==> config.mk <==
export PLATFORM = sky130hd
export DESIGN_NAME = rv64i_multicycle_control_unit_flat
export DESIGN_NICKNAME = d
export VERILOG_FILES = /design/src/rtl/rv64i_multicycle_control_unit_if.sv /design/src/rtl/rv64i_multicycle_control_unit.sv /design/src/flat_wrapper.sv
export SDC_FILE = /design/constraint.sdc
export NUM_CORES = 1
export LEC_CHECK = 0
export BUFFER_PORTS_ARGS = -buffer_cell sky130_fd_sc_hd__buf_2
export CELL_PAD_IN_SITES_DETAIL_PLACEMENT = 1
export CELL_PAD_IN_SITES_GLOBAL_PLACEMENT = 1
export CORE_ASPECT_RATIO = 0.5
export CORE_MARGIN = 1
export CORE_UTILIZATION = 25
export DETAILED_ROUTE_END_ITERATION = 16
export PLACE_DENSITY = 0.81
export SYNTH_ARGS = -nofsm -noshare
export SYNTH_HDL_FRONTEND = slang
export SYNTH_SLANG_ARGS = --single-unit
==> constraint.sdc <==
create_clock -name clock -period 2.4 [get_ports clock]
set_clock_uncertainty 0.05 [all_clocks]
set_input_delay 0.36 -clock clock [delete_from_list [all_inputs] [get_ports clock]]
set_output_delay 0.36 -clock clock [all_outputs]
set_load 0.03 [all_outputs]
==> src/rtl/rv64i_multicycle_control_unit_if.sv <==
// Request/handshake bundle between the RV64I control unit and the shared memory controller.
interface rv64i_multicycle_control_unit_if;
  logic       mem_busy;
  logic       mem_rd_en;
  logic       mem_wr_en;
  logic [7:0] mem_byte_en;
  logic       mem_addr_src;

  modport master (input mem_busy, output mem_rd_en, mem_wr_en, mem_byte_en, mem_addr_src);
  modport slave  (output mem_busy, input mem_rd_en, mem_wr_en, mem_byte_en, mem_addr_src);
endinterface

==> src/rtl/rv64i_multicycle_control_unit.sv <==
// Multicycle RV64I control unit: sequences fetch, decode, execute and memory-wait,
// driving every datapath select/enable and the memory-controller request lines.
module rv64i_multicycle_control_unit (
  input  logic                                   clock,
  input  logic                                   reset,
  rv64i_multicycle_control_unit_if.master        mem,
  input  logic [6:0]                             opcode,
  input  logic [2:0]                             funct3,
  input  logic [6:0]                             funct7,
  input  logic                                   zero,
  input  logic                                   negative,
  input  logic                                   carry_out,
  input  logic                                   overflow,
  output logic                                   ir_en,
  output logic                                   alua_src,
  output logic                                   alub_src,
  output logic                                   aluy_src,
  output logic [2:0]                             alu_src,
  output logic                                   sub,
  output logic                                   arithmetic,
  output logic                                   alupc_src,
  output logic                                   pc_src,
  output logic                                   pc_en,
  output logic [1:0]                             wr_reg_src,
  output logic                                   wr_reg_en
);
  localparam logic [6:0] OP_REG    = 7'b0110011;
  localparam logic [6:0] OP_REG32  = 7'b0111011;
  localparam logic [6:0] OP_IMM    = 7'b0010011;
  localparam logic [6:0] OP_IMM32  = 7'b0011011;
  localparam logic [6:0] OP_LUI    = 7'b0110111;
  localparam logic [6:0] OP_AUIPC  = 7'b0010111;
  localparam logic [6:0] OP_JAL    = 7'b1101111;
  localparam logic [6:0] OP_JALR   = 7'b1100111;
  localparam logic [6:0] OP_BRANCH = 7'b1100011;
  localparam logic [6:0] OP_LOAD   = 7'b0000011;
  localparam logic [6:0] OP_STORE  = 7'b0100011;

  typedef enum logic [2:0] {IDLE, FETCH, FETCH_WAIT, DECODE, EXECUTE, MEM_WAIT, HALT} state_t;

  state_t     state, next_state;
  logic       is_load, is_store, is_alu_reg, is_alu_imm;
  logic [7:0] ls_byte_en;
  logic       branch_taken;
  logic       unused_funct7;

  assign is_load       = (opcode == OP_LOAD);
  assign is_store      = (opcode == OP_STORE);
  assign is_alu_reg    = (opcode == OP_REG) || (opcode == OP_REG32);
  assign is_alu_imm    = (opcode == OP_IMM) || (opcode == OP_IMM32);
  assign unused_funct7 = ^{funct7[6], funct7[4:0]};

  always_comb begin
    ls_byte_en = 8'h01;
    case (funct3[1:0])
      2'b00:   ls_byte_en = 8'h01;
      2'b01:   ls_byte_en = 8'h03;
      2'b10:   ls_byte_en = 8'h0F;
      default: ls_byte_en = 8'hFF;
    endcase
  end

  // carry_out set means no borrow, i.e. unsigned a >= b
  always_comb begin
    branch_taken = 1'b0;
    case (funct3[2:1])
      2'b00:   branch_taken = zero ^ funct3[0];
      2'b10:   branch_taken = negative ^ overflow ^ funct3[0];
      2'b11:   branch_taken = ~(carry_out ^ funct3[0]);
      default: branch_taken = 1'b0;
    endcase
  end

  always_ff @(posedge clock or negedge reset) begin
    if (!reset) state <= IDLE;
    else        state <= next_state;
  end

  always_comb begin
    next_state       = state;
    mem.mem_rd_en    = 1'b0;
    mem.mem_wr_en    = 1'b0;
    mem.mem_byte_en  = 8'h00;
    mem.mem_addr_src = 1'b0;
    ir_en            = 1'b0;
    alua_src         = 1'b0;
    alub_src         = 1'b0;
    aluy_src         = 1'b0;
    alu_src          = 3'b000;
    sub              = 1'b0;
    arithmetic       = 1'b0;
    alupc_src        = 1'b0;
    pc_src           = 1'b0;
    pc_en            = 1'b0;
    wr_reg_src       = 2'b00;
    wr_reg_en        = 1'b0;
    case (state)
      IDLE: next_state = FETCH;
      FETCH: begin
        mem.mem_rd_en   = 1'b1;
        mem.mem_byte_en = 8'h0F;
        if (mem.mem_busy) next_state = FETCH_WAIT;
      end
      FETCH_WAIT: begin
        mem.mem_byte_en = 8'h0F;
        ir_en           = ~mem.mem_busy;
        if (!mem.mem_busy) next_state = DECODE;
      end
      DECODE: next_state = EXECUTE;
      EXECUTE: begin
        next_state = HALT;
        if (is_alu_reg || is_alu_imm) begin
          alub_src   = is_alu_imm;
          alu_src    = funct3;
          sub        = (funct3 == 3'b010) || (funct3 == 3'b011) ||
                       (is_alu_reg && funct3 == 3'b000 && funct7[5]);
          arithmetic = (funct3 == 3'b101) && funct7[5];
          aluy_src   = opcode[3];
          wr_reg_en  = 1'b1;
          pc_en      = 1'b1;
          next_state = FETCH;
        end else begin
          case (opcode)
            OP_LUI: begin
              wr_reg_src = 2'b11;
              wr_reg_en  = 1'b1;
              pc_en      = 1'b1;
              next_state = FETCH;
            end
            OP_AUIPC: begin
              alua_src   = 1'b1;
              alub_src   = 1'b1;
              wr_reg_en  = 1'b1;
              pc_en      = 1'b1;
              next_state = FETCH;
            end
            OP_JAL: begin
              pc_src     = 1'b1;
              wr_reg_src = 2'b10;
              wr_reg_en  = 1'b1;
              pc_en      = 1'b1;
              next_state = FETCH;
            end
            OP_JALR: begin
              alub_src   = 1'b1;
              alupc_src  = 1'b1;
              pc_src     = 1'b1;
              wr_reg_src = 2'b10;
              wr_reg_en  = 1'b1;
              pc_en      = 1'b1;
              next_state = FETCH;
            end
            OP_BRANCH: begin
              sub        = 1'b1;
              pc_src     = branch_taken;
              pc_en      = 1'b1;
              next_state = FETCH;
            end
            OP_LOAD, OP_STORE: begin
              alub_src         = 1'b1;
              mem.mem_addr_src = 1'b1;
              mem.mem_byte_en  = ls_byte_en;
              mem.mem_rd_en    = is_load;
              mem.mem_wr_en    = is_store;
              wr_reg_src       = is_load ? 2'b01 : 2'b00;
              next_state       = mem.mem_busy ? MEM_WAIT : EXECUTE;
            end
            default: next_state = HALT;
          endcase
        end
      end
      // The instruction register is frozen here, so the load/store selects
      // recomputed from opcode/funct3 match what EXECUTE drove.
      MEM_WAIT: begin
        alub_src         = 1'b1;
        mem.mem_addr_src = 1'b1;
        mem.mem_byte_en  = ls_byte_en;
        wr_reg_src       = is_load ? 2'b01 : 2'b00;
        pc_en            = ~mem.mem_busy;
        wr_reg_en        = is_load & ~mem.mem_busy;
        if (!mem.mem_busy) next_state = FETCH;
      end
      HALT: next_state = HALT;
      default: next_state = IDLE;
    endcase
  end
endmodule

==> src/flat_wrapper.sv <==
// flat-port wrapper written by rule: the top's interface ports become plain ports
module rv64i_multicycle_control_unit_flat 
  (clock, reset, opcode, funct3, funct7, zero, negative, carry_out, overflow, ir_en, alua_src, alub_src, aluy_src, alu_src, sub, arithmetic, alupc_src, pc_src, pc_en, wr_reg_src, wr_reg_en, mem_mem_busy, mem_mem_rd_en, mem_mem_wr_en, mem_mem_byte_en, mem_mem_addr_src);
  rv64i_multicycle_control_unit_if mem_i ();
  input  logic clock;
  input  logic reset;
  input  logic [6:0] opcode;
  input  logic [2:0] funct3;
  input  logic [6:0] funct7;
  input  logic zero;
  input  logic negative;
  input  logic carry_out;
  input  logic overflow;
  output logic ir_en;
  output logic alua_src;
  output logic alub_src;
  output logic aluy_src;
  output logic [2:0] alu_src;
  output logic sub;
  output logic arithmetic;
  output logic alupc_src;
  output logic pc_src;
  output logic pc_en;
  output logic [1:0] wr_reg_src;
  output logic wr_reg_en;
  input wire logic [$bits(mem_i.mem_busy)-1:0] mem_mem_busy;
  output wire logic [$bits(mem_i.mem_rd_en)-1:0] mem_mem_rd_en;
  output wire logic [$bits(mem_i.mem_wr_en)-1:0] mem_mem_wr_en;
  output wire logic [$bits(mem_i.mem_byte_en)-1:0] mem_mem_byte_en;
  output wire logic [$bits(mem_i.mem_addr_src)-1:0] mem_mem_addr_src;
  assign mem_i.mem_busy = mem_mem_busy;
  assign mem_mem_rd_en = mem_i.mem_rd_en;
  assign mem_mem_wr_en = mem_i.mem_wr_en;
  assign mem_mem_byte_en = mem_i.mem_byte_en;
  assign mem_mem_addr_src = mem_i.mem_addr_src;
  rv64i_multicycle_control_unit u_core (.clock(clock), .reset(reset), .mem(mem_i), .opcode(opcode), .funct3(funct3), .funct7(funct7), .zero(zero), .negative(negative), .carry_out(carry_out), .overflow(overflow), .ir_en(ir_en), .alua_src(alua_src), .alub_src(alub_src), .aluy_src(aluy_src), .alu_src(alu_src), .sub(sub), .arithmetic(arithmetic), .alupc_src(alupc_src), .pc_src(pc_src), .pc_en(pc_en), .wr_reg_src(wr_reg_src), .wr_reg_en(wr_reg_en));
endmodule
# After elaboration in Yosys (flattened, before gate mapping)
# Cells that the tools add are included.
[word_totals]
ff_bits = 3
elab_cells = 107
output_inout_bits = 26
inputBits = 24
[op_classes]
muxes = 53
bitwise = 7
eq_ne = 27
reduce_logical = 19
[op_table]
columns = ["operator", "n"]
rows = [
  ["8-bit one-hot mux with 3 select lines", 2],
  ["1-bit two-way mux", 31],
  ["7-bit by 6-bit == test with 1-bit output (second input constant)", 4],
  ["7-bit by 5-bit == test with 1-bit output (second input constant)", 3],
  ["7-bit == test (second input constant)", 3],
  ["3-bit one-hot mux with 7 select lines", 1],
  ["3-bit two-way mux", 6],
  ["8-bit two-way mux", 2],
  ["3-bit by 2-bit == test with 1-bit output (second input constant)", 4],
  ["3-bit == test (second input constant)", 4],
  ["1-bit one-hot mux with 2 select lines", 6],
  ["4-bit OR reduction", 2],
  ["7-bit by 2-bit == test with 1-bit output (second input constant)", 1],
  ["2-bit == test (second input constant)", 3],
  ["3-bit zero test", 2],
  ["2-bit != test (second input constant)", 3],
  ["2-bit one-hot mux with 3 select lines", 1],
  ["3-bit one-hot mux with 2 select lines", 1],
  ["2-bit OR reduction", 3],
  ["1-bit logical OR", 5],
  ["5-bit OR reduction", 1],
  ["2-bit zero test", 2],
  ["2-bit one-hot mux with 2 select lines", 1],
  ["1-bit XOR", 4],
  ["other kinds (8)", 11],
]

# Logic depth before layout (Yosys ltp)
# Gate-level depths: netlist of run 1.
[depth]
ltp_word = 7
mapped_depth = 5
ltp_nobuf = 4

# Worst setup path after synthesis of run 1
# Ideal clock, no wire load.
[synth_timing]
path_type = "input to output"
from = "in opcode[2]"
to = "out wr_reg_src[0]"
setup_slack_ns = -0.475
required_time_ns = 1.990
path_buffers = 1
stages = 3
arrival_time_ns = 2.465
path_cell_list = "clkbuf_1 > or3_1 > a2111oi_0"
[synth_via]
elab_chain_cells = 5
elab_cells_between_ends = 18
classes_between = "9 x eq/ne; 4 x mux; 5 x reduce/logical"
[synth_lines]
columns = ["element", "line_no", "rtl"]
rows = [
  ["start, declared", "flat_wrapper.sv:7", "input logic [6:0] opcode;"],
  ["7-bit by 2-bit == test with 1-bit output (tied with other cells)", "rv64i_multicycle_control_unit.sv:47, rv64i_multicycle_control_unit.sv:123", ""],
  ["1-bit two-way mux (tied with other cells)", "rv64i_multicycle_control_unit.sv:165, rv64i_multicycle_control_unit.sv:178", ""],
  ["2-bit one-hot mux with 3 select lines or 1-bit logical OR (tied branches)", "rv64i_multicycle_control_unit.sv:123, rv64i_multicycle_control_unit.sv:112", ""],
  ["2-bit two-way mux", "rv64i_multicycle_control_unit.sv:112", "if (is_alu_reg || is_alu_imm) begin"],
  ["2-bit one-hot mux with 2 select lines (*)", "rv64i_multicycle_control_unit.sv:97", "case (state)"],
  ["end, declared", "flat_wrapper.sv:24", "output logic [1:0] wr_reg_src;"],
]
# Every way passes the cells marked *; elsewhere a longest branch is shown, timed or not.

# Worst setup path in the final report of run 1
[layout_timing]
from = "in opcode[3]"
to = "out mem_mem_byte_en[1]"
[layout_via]
elab_chain_cells = 5
elab_cells_between_ends = 13
classes_between = "6 x eq/ne; 3 x mux; 4 x reduce/logical"
[layout_lines]
columns = ["element", "line_no", "rtl"]
rows = [
  ["7-bit by 6-bit == test with 1-bit output (tied with other cells)", "rv64i_multicycle_control_unit.sv:123", "case (opcode)"],
  ["2-bit OR reduction (tied with other cells)", "--", ""],
  ["8-bit two-way mux or 1-bit logical OR (tied branches)", "rv64i_multicycle_control_unit.sv:123, rv64i_multicycle_control_unit.sv:112", ""],
  ["8-bit two-way mux (*)", "rv64i_multicycle_control_unit.sv:112", ""],
  ["8-bit one-hot mux with 3 select lines (*)", "rv64i_multicycle_control_unit.sv:97", ""],
  ["end, declared", "flat_wrapper.sv:29", "output wire logic [$bits(mem_i.mem_byte_en)-1:0] mem_mem_byte_en;"],
]
# Marks and branches as above.

==> results of run 1 <==
logic make-up (layout without fill, tap and decap cells):
| kind of cell | count (synthesis) | count (layout) | share of synthesized area [%] |
|---|---|---|---|
| AND/OR/NAND/NOR | 49 | 49 | 43.38 |
| XOR/XNOR | 3 | 3 | 3.861 |
| flip-flops | 3 | 3 | 11.03 |
| AO/OA/AOI/OAI | 32 | 32 | 30.89 |
| buffers and inverters | 15 | 61 | 10.85 |
cell usage in the layout (no fill, tap or decap), drive strengths merged, types with 2 or more instances in the layout:
| master | Yosys | layout |
|---|---|---|
| and2 | 5 | 5 |
| inv | 6 | 6 |
| o21ai | 2 | 2 |
| nand2 | 7 | 7 |
| and4 | 2 | 2 |
| o32ai | 2 | 2 |
| a21oi | 12 | 12 |
| o31ai | 3 | 3 |
| buf | 6 | 50 |
| o22ai | 3 | 3 |
| nor4 | 5 | 5 |
| a31oi | 2 | 2 |
| nor2 | 8 | 8 |
| nor3 | 3 | 3 |
| dfrtp | 3 | 3 |
| nand2b | 6 | 6 |
| nand4 | 2 | 2 |
| clkbuf | 3 | 4 |
| xnor2 | 3 | 3 |
| or4 | 3 | 3 |
final timing paths:
check / startpoint / endpoint / slack (ns) / cells after the start
setup / recovery: opcode[3] / mem_mem_byte_en[1] / 0.09 / 6
hold / removal: reset / u_core.state[1]$_DFFE_PN0P_ / 0.43 / 2
setup reg to reg: u_core.state[1]$_DFFE_PN0P_ / u_core.state[2]$_DFFE_PN0P_ / 1.12 / 4
hold reg to reg: u_core.state[0]$_DFFE_PN0P_ / u_core.state[2]$_DFFE_PN0P_ / 0.69 / 2
max in group asynchronous: reset / u_core.state[0]$_DFFE_PN0P_ / 1.76 / 2
min in group clock: mem_mem_busy / u_core.state[0]$_DFFE_PN0P_ / 0.51 / 4
report_power, final:
part | internal [mW] | leakage (nW) | total (mW) | switching, mW
sequential | 0.0767 | 0.0342 | 0.0943 | 0.0176
clock | 0.114 | 0.0228 | 0.154 | 0.0404
combinational | 0.232 | 0.439 | 0.691 | 0.459
total | 0.423 | 0.496 | 0.940 | 0.517
per-layer routing:
metal,part of all wire [%],routed length (µm)
met2,50,1422
met4,1.1,31
met5,0,0
met1,45,1276
met3,3.3,93
stage by stage:
step           TNS [ns]  hold WS, ns  instances  area, µm²  util (%)
2_1_floorplan   -0.1194      0.01441        102      701.9         -
3_3_place_gp          0       0.1040        178      962.2     40.30
3_5_place_dp          0       0.1112        178      962.2     40.30
4_1_cts               0       0.4191        183       1028     43.08
5_1_grt               0       0.4335        183       1031     43.19
6_report              0       0.4262        183       1031     43.19
cell type report:
class | count | area [µm²]
fillers | 323 | 1356
well taps | 35 | 43.79
clock buffers | 4 | 45.04
multi-input cells | 84 | 566.8
repair buffers | 51 | 277.8
inverters | 6 | 22.52
flip-flops and latches | 3 | 75.07
critical path, delay by kind of cell:
kind            cells  cell delay, ns
compound gates      2            0.42
buf+inv             2            0.34
simple gates        2            0.77
timing repair:
item,4_1_cts,5_1_grt
endpoints found under the setup margin,2,1
hold endpoints to repair,3,0
hold buffers,1,0
resized for setup,2,1
pin swaps,0,0
==> flow_metrics.py, run 1 <==
metrics = {
    "run_status": {
        "run_status": "completed",
    },
    "pwr": {
        "p_per_area_nw_per_um2": 911.9,
        "leakage_nw": 0.4960,
        "power_uw": 940.1,
        "ir_drop_mv": 0.5626,
    },
    "setup_path": {
        "crit_slowest_cell": "or4_4",
        "worstSetupEndpointType": "output pin",
        "worstPathArrival_ns": 1.90,
        "crit_chain": "buf_2 > or4_4 > nor2_2 > a21oi_1 > o32ai_2 > buf_2",
        "required_ns": 1.99,
        "max_stage_delay_ns": 0.56,
        "crit_top_cell": "buf_2",
        "setup.worst_path.start_class": "input port",
        "path_class": "in2out",
        "cp_max_fo": 4,
    },
    "cells_and_area": {
        "top_register": "u_core.state",
        "antenna_cells": 0,
        "area_growth_pct": 51.47,
        "drive_above_1_share_pct": 41.22,
        "reg_top3": "u_core.state (3)",
        "nNetsFinal": 173,
        "largest_reg_flops": 3,
    },
    "timing": {
        "drv_slew": 0,
        "maxSlewHeadroom_pct": 77.50,
        "final_hold_viol_count": 0,
        "rsz0062_at_grt": "false",
        "tightest_slew_ns": 0.3344,
        "timing.final.crit_share_pct": 96.44,
        "fmax_ghz": 0.4320,
        "setup_slack_ns": 0.08544,
        "setup_viol": 0,
        "period_minus_slack_ns": 2.315,
    },
    "clock_tree": {
        "cts_tree": "done",
        "clkTransAtPathRegs_ns": 0.04,
        "clk-insertion-delay-late_ns": 0.22,
        "htreeDepth": 1,
        "post-cts-setup-buffers": 0,
        "clock_sinks": 3,
        "numCtsBuffers": 3,
        "clock-root-buffer": "clkbuf_8",
        "cts_buffer_depth": 2,
    },
    "floorplanning": {
        "pin_count": 50,
        "start_util_pct": 28.51,
        "dieArea_um2": 2948,
        "fp.dieH_um": 38.90,
        "fp.dieW_um": 75.79,
        "fp-row-count": 12,
        "core_area_um2": 2387,
    },
    "place": {
        "port_buffers": 43,
        "dp_hpwl_mm": 2.097,
        "gp_congestion": 0.8260,
        "pre_cts_ws_ns": 0.02767,
    },
    "route": {
        "routedWlPerCell_um": 15.43,
        "dr.pass1.iters": 4,
        "wl_mm": 2.824,
        "remaining_drc_errors": 0,
        "vias": 995,
        "drt_iter0_drc": 39,
        "ant_nets": 0,
        "viasPerCell": 5.437,
    },
    "grt": {
        "grt_use_met2_pct": 39.82,
        "grt_pass1_wl_mm": 4.485,
        "grt_pass1_vias": 929,
        "grt_antenna_before_repair": 0,
        "grt.total_usage_pct": 20.92,
        "busiest_layer": "met2",
        "met3_usage_pct": 1.563,
        "grt_max_degree": 13,
        "grtUsageMet1_pct": 26.18,
        "grt-ovfl-total": 0,
    },
    "synthesis": {
        "yosys-top-cells-count": "a21oi_1, nor2_1, nand2_1",
        "yosys.area.top_type_share_pct": 11.03,
        "synth_cell_types": 39,
        "synth_area_leaders": "dfrtp_1, a21oi_1, nand2b_1",
        "syn_area_per_cell_um2": 6.673,
        "ys_warn_count": 0,
        "synth_fp_nets": 126,
        "yosysTopAreaCell": "dfrtp_1",
        "seq_area_frac_synth_pct": 11.03,
        "yosysMostFrequentCell": "a21oi_1",
        "synth_edf_count": 0,
        "synth_cells": 102,
        "synthArstFlopShare_pct": 100.0,
        "ys_ff_latch": 3,
        "netlist_area_um2": 680.7,
        "ys.flop_type": "dfrtp_1",
    },
    "job": {
        "max_cap_viol_count": 0,
    },
    "hold_path": {
        "hold_path.class": "in2async",
    },
}
Power figures use the tool's default switching activity.
==> run 2, diff against run 1 <==
--- a/config.mk
+++ b/config.mk
@@ -11,6 +11,7 @@
 export CORE_ASPECT_RATIO = 0.5
 export CORE_MARGIN = 1
 export CORE_UTILIZATION = 25
+export CTS_BUF_LIST = sky130_fd_sc_hd__clkbuf_16
 export DETAILED_ROUTE_END_ITERATION = 16
 export PLACE_DENSITY = 0.81
 export SYNTH_ARGS = -nofsm -noshare
==> flow_metrics.py, run 2 (synthesis gave the netlist of run 1 again) <==
metrics = {
    "run_status": {
        "run_status": "completed",
    },
    "route": {
        "wl_met1_mm": 1.363,
        "wl_mm": 3.065,
        "dr.pass1.iters": 4,
        "drt_iter0_drc": 22,
        "top_layer": "met4",
        "wl_met2_mm": 1.456,
        "routedWlPerCell_um": 16.75,
        "remaining_drc_errors": 0,
        "viasPerCell": 5.514,
        "ant_nets": 0,
        "route.met3.wl_um": 141,
        "vias": 1009,
    },
    "cells_and_area": {
        "nNetsFinal": 173,
        "final_cell_mix": "buf_2, a21oi_1",
        "antenna_cells": 0,
        "top_register": "u_core.state",
        "fin_area_um2": 1065,
        "area_growth_pct": 56.43,
        "reg_top3": "u_core.state (3)",
        "layout_commonest_cell": "buf_2",
        "drive_above_1_share_pct": 41.22,
        "largest_reg_flops": 3,
    },
    "setup_path": {
        "crit_slowest_cell": "or3b_4",
        "crit_chain": "or3b_4 > nor4_4 > and2_1 > and4_1 > buf_2",
        "worstSetupEndpointType": "output pin",
        "r2r_start": "u_core.state[1]$_DFFE_PN0P_",
        "path_class": "reg2out",
        "timing.reg2reg.setup_slack_ns": 1.18,
        "required_ns": 1.99,
        "cp-startpoint": "u_core.state[1]$_DFFE_PN0P_",
        "setup.worst_path.start_class": "flip-flop",
        "critPathTopFamily": "simple AND/OR/NAND/NOR gates",
        "path_buf_inv": 1,
        "worstPathArrival_ns": 1.88,
        "rr_worst_depth": 4,
        "timing.rr.end": "u_core.state[2]$_DFFE_PN0P_",
        "cp_max_fo": 5,
        "max_stage_delay_ns": 0.46,
    },
    "place": {
        "pre_cts_ws_ns": 0.02767,
        "post_dp_cell_area_um2": 962.2,
        "dp_hpwl_mm": 2.097,
        "port_buffers": 43,
        "gp_congestion": 0.8260,
    },
    "floorplanning": {
        "pin_count": 50,
        "start_util_pct": 28.51,
        "fp-row-count": 12,
        "core_area_um2": 2387,
        "dieArea_um2": 2948,
        "fp.dieW_um": 75.79,
        "fp.dieH_um": 38.90,
    },
    "pwr": {
        "clkPwrFrac_pct": 25.8,
        "seqPwrFrac_pct": 9.2,
        "internal_power_uw": 524.9,
        "ir_drop_mv": 0.5440,
        "p_per_area_nw_per_um2": 995.4,
        "leakage_nw": 0.5155,
        "swShare_pct": 50.48,
        "power_switching_uw": 535.0,
        "combPwrFrac_pct": 65.1,
    },
    "clock_tree": {
        "cts_buffer_depth": 2,
        "post-cts-setup-buffers": 0,
        "clk-insertion-delay-late_ns": 0.23,
        "clock-root-buffer": "clkbuf_16",
        "numCtsBuffers": 3,
        "clkTransAtPathRegs_ns": 0.03,
        "clock_sinks": 3,
        "htreeDepth": 1,
        "cts_tree": "done",
    },
    "timing": {
        "maxSlewHeadroom_pct": 76.51,
        "final_hold_viol_count": 0,
        "drv_slew": 0,
        "setup_viol": 0,
        "setup_slack_ns": 0.1060,
        "period_minus_slack_ns": 2.294,
        "fmax_ghz": 0.4359,
        "tightest_slew_ns": 0.3524,
        "timing.final.crit_share_pct": 95.58,
        "rsz0062_at_grt": "false",
    },
    "grt": {
        "grt_max_degree": 13,
        "grt.total_usage_pct": 22.58,
        "grt_antenna_before_repair": 0,
        "grt-ovfl-total": 0,
        "grt_pass1_vias": 946,
        "grt_pass1_wl_mm": 4.698,
    },
    "job": {
        "max_cap_viol_count": 0,
    },
    "hold_path": {
        "hold_path.class": "in2async",
    },
}
[run 2: cell types whose count changed in the layout (fill, tap and decap cells not counted)]
cell / change
inv_1: +1
clkbuf_1: -1
clkbuf_16: +3
clkbuf_8: -3
[run 2: routing by layer]
metal / vias up / track usage, %
li1: 474 / -
met1: 488 / 26.48
met2: 35 / 41.15
met3: 12 / 3.125
met4: 0 / 11.11
met5: - / 0
[run 2: cell type report]
class / count / area (µm²)
Clock buffer: 3 / 75.07
Clock inverter: 1 / 3.754
Fill cell: 320 / 1323
Inverter: 6 / 22.52
Multi-Input combinational cell: 84 / 566.8
Sequential cell: 3 / 75.07
Tap cell: 35 / 43.79
Timing Repair Buffer: 51 / 277.8
[run 2: worst reg2reg max path, delay by kind of cell, from the launching register on]
kind / cells / cell delay, ns
DFF: 1 / 0.40
AOI/OAI and AO/OA: 2 / 0.34
buffers and inverters: 1 / 0.20
and+or+nand+nor: 1 / 0.17
[run 2: per-stage QoR]
step | total power, mW | TNS, ns | std cells | hold WS [ns] | util [%]
3_3_place_gp | 0.7330 | 0 | 178 | 0.1040 | 40.30
4_1_cts | 1.051 | 0 | 183 | 0.4184 | 44.39
2_1_floorplan | 0.5820 | -0.1194 | 102 | 0.01441 | -
6_report | 1.060 | 0 | 183 | 0.4234 | 44.60
3_5_place_dp | 0.7519 | 0 | 178 | 0.1112 | 40.30
5_1_grt | 1.117 | 0 | 183 | 0.4253 | 44.60
[run 2: what timing repair did]
item | CTS | global route
hold endpoints to repair | 3 | 0
pin swaps | 0 | 0
hold buffers | 1 | 0
resized for setup | 1 | 2
setup endpoints to repair | 1 | 8
[run 2: power by group through the flow]
stage	Combinational, mW	Sequential, mW	Clock [mW]
2_1_floorplan	0.491	0.0907	0
3_3_place_gp	0.647	0.0864	0
3_5_place_dp	0.659	0.0925	0
4_1_cts	0.684	0.0944	0.273
5_1_grt	0.742	0.0975	0.278
6_report	0.690	0.0970	0.273
[run 2: how the worst max path moves through the flow]
stage                              end  slack (ns)  depth (start not counted)
finish                      arithmetic        0.11                          5
global route        mem_mem_byte_en[2]        0.02                          6
CTS                         arithmetic       0.002                          5
detailed placement  mem_mem_byte_en[1]        0.03                          6
global placement    mem_mem_byte_en[1]        0.04                          6
floorplan                wr_reg_src[0]       -0.08                          3
==> run 3, diff against run 2 <==
--- a/config.mk
+++ b/config.mk
@@ -14,6 +14,7 @@
 export CTS_BUF_LIST = sky130_fd_sc_hd__clkbuf_16
 export DETAILED_ROUTE_END_ITERATION = 16
 export PLACE_DENSITY = 0.81
+export RECOVER_POWER = 50
 export SYNTH_ARGS = -nofsm -noshare
 export SYNTH_HDL_FRONTEND = slang
 export SYNTH_SLANG_ARGS = --single-unit
==> flow_metrics.py, run 3 (synthesis gave the netlist of run 1 again) <==
metrics = {
    "setup_path": {
        "path_class": "reg2out",
        "critPathTopFamily": "simple AND/OR/NAND/NOR gates",
        "max_stage_delay_ns": 0.46,
        "path_buf_inv": 1,
        "required_ns": 1.99,
        "crit_chain": "or3b_4 > nor4_4 > and2_1 > and4_1 > buf_2",
        "rr_worst_depth": 4,
        "worstSetupEndpointType": "output pin",
        "cp.depth": 5,
        "setup.worst_path.start_class": "flip-flop",
        "timing.reg2reg.setup_slack_ns": 1.18,
        "cp_max_fo": 5,
        "crit_slowest_cell": "or3b_4",
        "worstPathArrival_ns": 1.89,
    },
    "cells_and_area": {
        "seq_area_um2": 75.07,
        "antenna_cells": 0,
        "top_register": "u_core.state",
        "final_core_util_pct": 43.92,
        "final_cell_mix": "buf_2, a21oi_1, clkbuf_1",
        "reg_top3": "u_core.state (3)",
        "fillers": 317,
        "drive_above_1_share_pct": 33.78,
        "fin_area_um2": 1049,
        "layout_commonest_cell": "buf_2",
        "nNetsFinal": 173,
        "largest_reg_flops": 3,
        "multi_input_area_um2": 566.8,
        "area_growth_pct": 54.04,
    },
    "grt": {
        "grt_pass1_wl_mm": 4.698,
        "grt-ovfl-total": 0,
        "grt.total_usage_pct": 22.58,
        "grt_antenna_before_repair": 0,
        "grt_max_degree": 13,
        "grt_pass1_vias": 946,
    },
    "route": {
        "remaining_drc_errors": 0,
        "viasPerCell": 5.481,
        "vias": 1003,
        "wl_mm": 3.092,
        "drt_iter0_drc": 29,
        "routedWlPerCell_um": 16.90,
        "ant_nets": 0,
        "dr.pass1.iters": 4,
    },
    "timing": {
        "setup_slack_ns": 0.1010,
        "maxSlewHeadroom_pct": 75.33,
        "tightest_slew_ns": 0.3716,
        "worst_hold_slack_ns": 0.4526,
        "drv_slew": 0,
        "setup_viol": 0,
        "rsz0062_at_grt": "false",
        "fmax_ghz": 0.4350,
        "final_hold_viol_count": 0,
        "period_minus_slack_ns": 2.299,
        "timing.final.crit_share_pct": 95.79,
    },
    "floorplanning": {
        "pin_count": 50,
        "start_util_pct": 28.51,
        "core_area_um2": 2387,
        "dieArea_um2": 2948,
        "fp-row-count": 12,
        "fp.dieW_um": 75.79,
        "fp.dieH_um": 38.90,
    },
    "pwr": {
        "p_per_area_nw_per_um2": 1009,
        "leakage_nw": 0.4721,
        "power_mw": 1.058,
        "ir_drop_mv": 0.5440,
    },
    "run_status": {
        "run_status": "completed",
    },
    "place": {
        "port_buffers": 43,
        "post_dp_cell_area_um2": 962.2,
        "dp_hpwl_mm": 2.097,
        "gp_congestion": 0.8260,
        "pre_cts_ws_ns": 0.02767,
    },
    "clock_tree": {
        "cts_buffer_depth": 2,
        "clkTransAtPathRegs_ns": 0.04,
        "numCtsBuffers": 3,
        "htreeDepth": 1,
        "clock-root-buffer": "clkbuf_16",
        "clk-insertion-delay-late_ns": 0.23,
        "clock_sinks": 3,
        "cts_tree": "done",
    },
    "job": {
        "max_cap_viol_count": 0,
    },
    "hold_path": {
        "hold_path.class": "in2async",
    },
}
run 3: changes by cell type in the layout (fill, tap and decap cells not counted), sizes merged:
| cell | delta |
|---|---|
| buf | -11 |
| clkbuf | +11 |
run 3: repair_timing:
| item | CTS | global route |
|---|---|---|
| endpoints found under the hold margin | 3 | 0 |
| setup buffers | 0 | 0 |
| hold buffers | 1 | 0 |
| gates resized for setup | 1 | 2 |
| endpoints found under the setup margin | 1 | 8 |
run 3: final cells by class:
cell class              count  share of cell area (%)
well taps                  35                   4.177
clock buffers               3                   7.160
flip-flops and latches      3                   7.160
inverters                   6                   2.148
clock inverters             1                  0.3580
repair buffers             51                   24.94
multi-input cells          84                   54.06
run 3: layer usage:
layer / vias to the layer above / global-route usage [%] / part of all wire, %
met2: 31 / 41.15 / 47
met1: 486 / 26.48 / 45
met3: 12 / 3.125 / 4.2
met5: - / 0 / 0
met4: 0 / 11.11 / 3.4
li1: 474 / - / -
run 3: worst paths after layout:
path / from / endpoint
max: u_core.state[1]$_DFFE_PN0P_ / arithmetic
min: reset / u_core.state[1]$_DFFE_PN0P_
max reg2reg: u_core.state[1]$_DFFE_PN0P_ / u_core.state[2]$_DFFE_PN0P_
min reg2reg: u_core.state[0]$_DFFE_PN0P_ / u_core.state[2]$_DFFE_PN0P_
max in group asynchronous: reset / u_core.state[0]$_DFFE_PN0P_
min in group clock: mem_mem_busy / u_core.state[0]$_DFFE_PN0P_
run 3: per-stage QoR:
stage | cells | setup TNS (ns)
after floorplan | 102 | -0.1194
after global placement | 178 | 0
after detailed placement | 178 | 0
after CTS | 183 | 0
after global routing | 183 | 0
final | 183 | 0
run 3: where the power goes:
group / internal, mW / switching (mW) / total (mW)
registers: 0.0767 / 0.0205 / 0.0972
logic: 0.229 / 0.458 / 0.687
clock network: 0.216 / 0.0579 / 0.274
total: 0.521 / 0.536 / 1.06
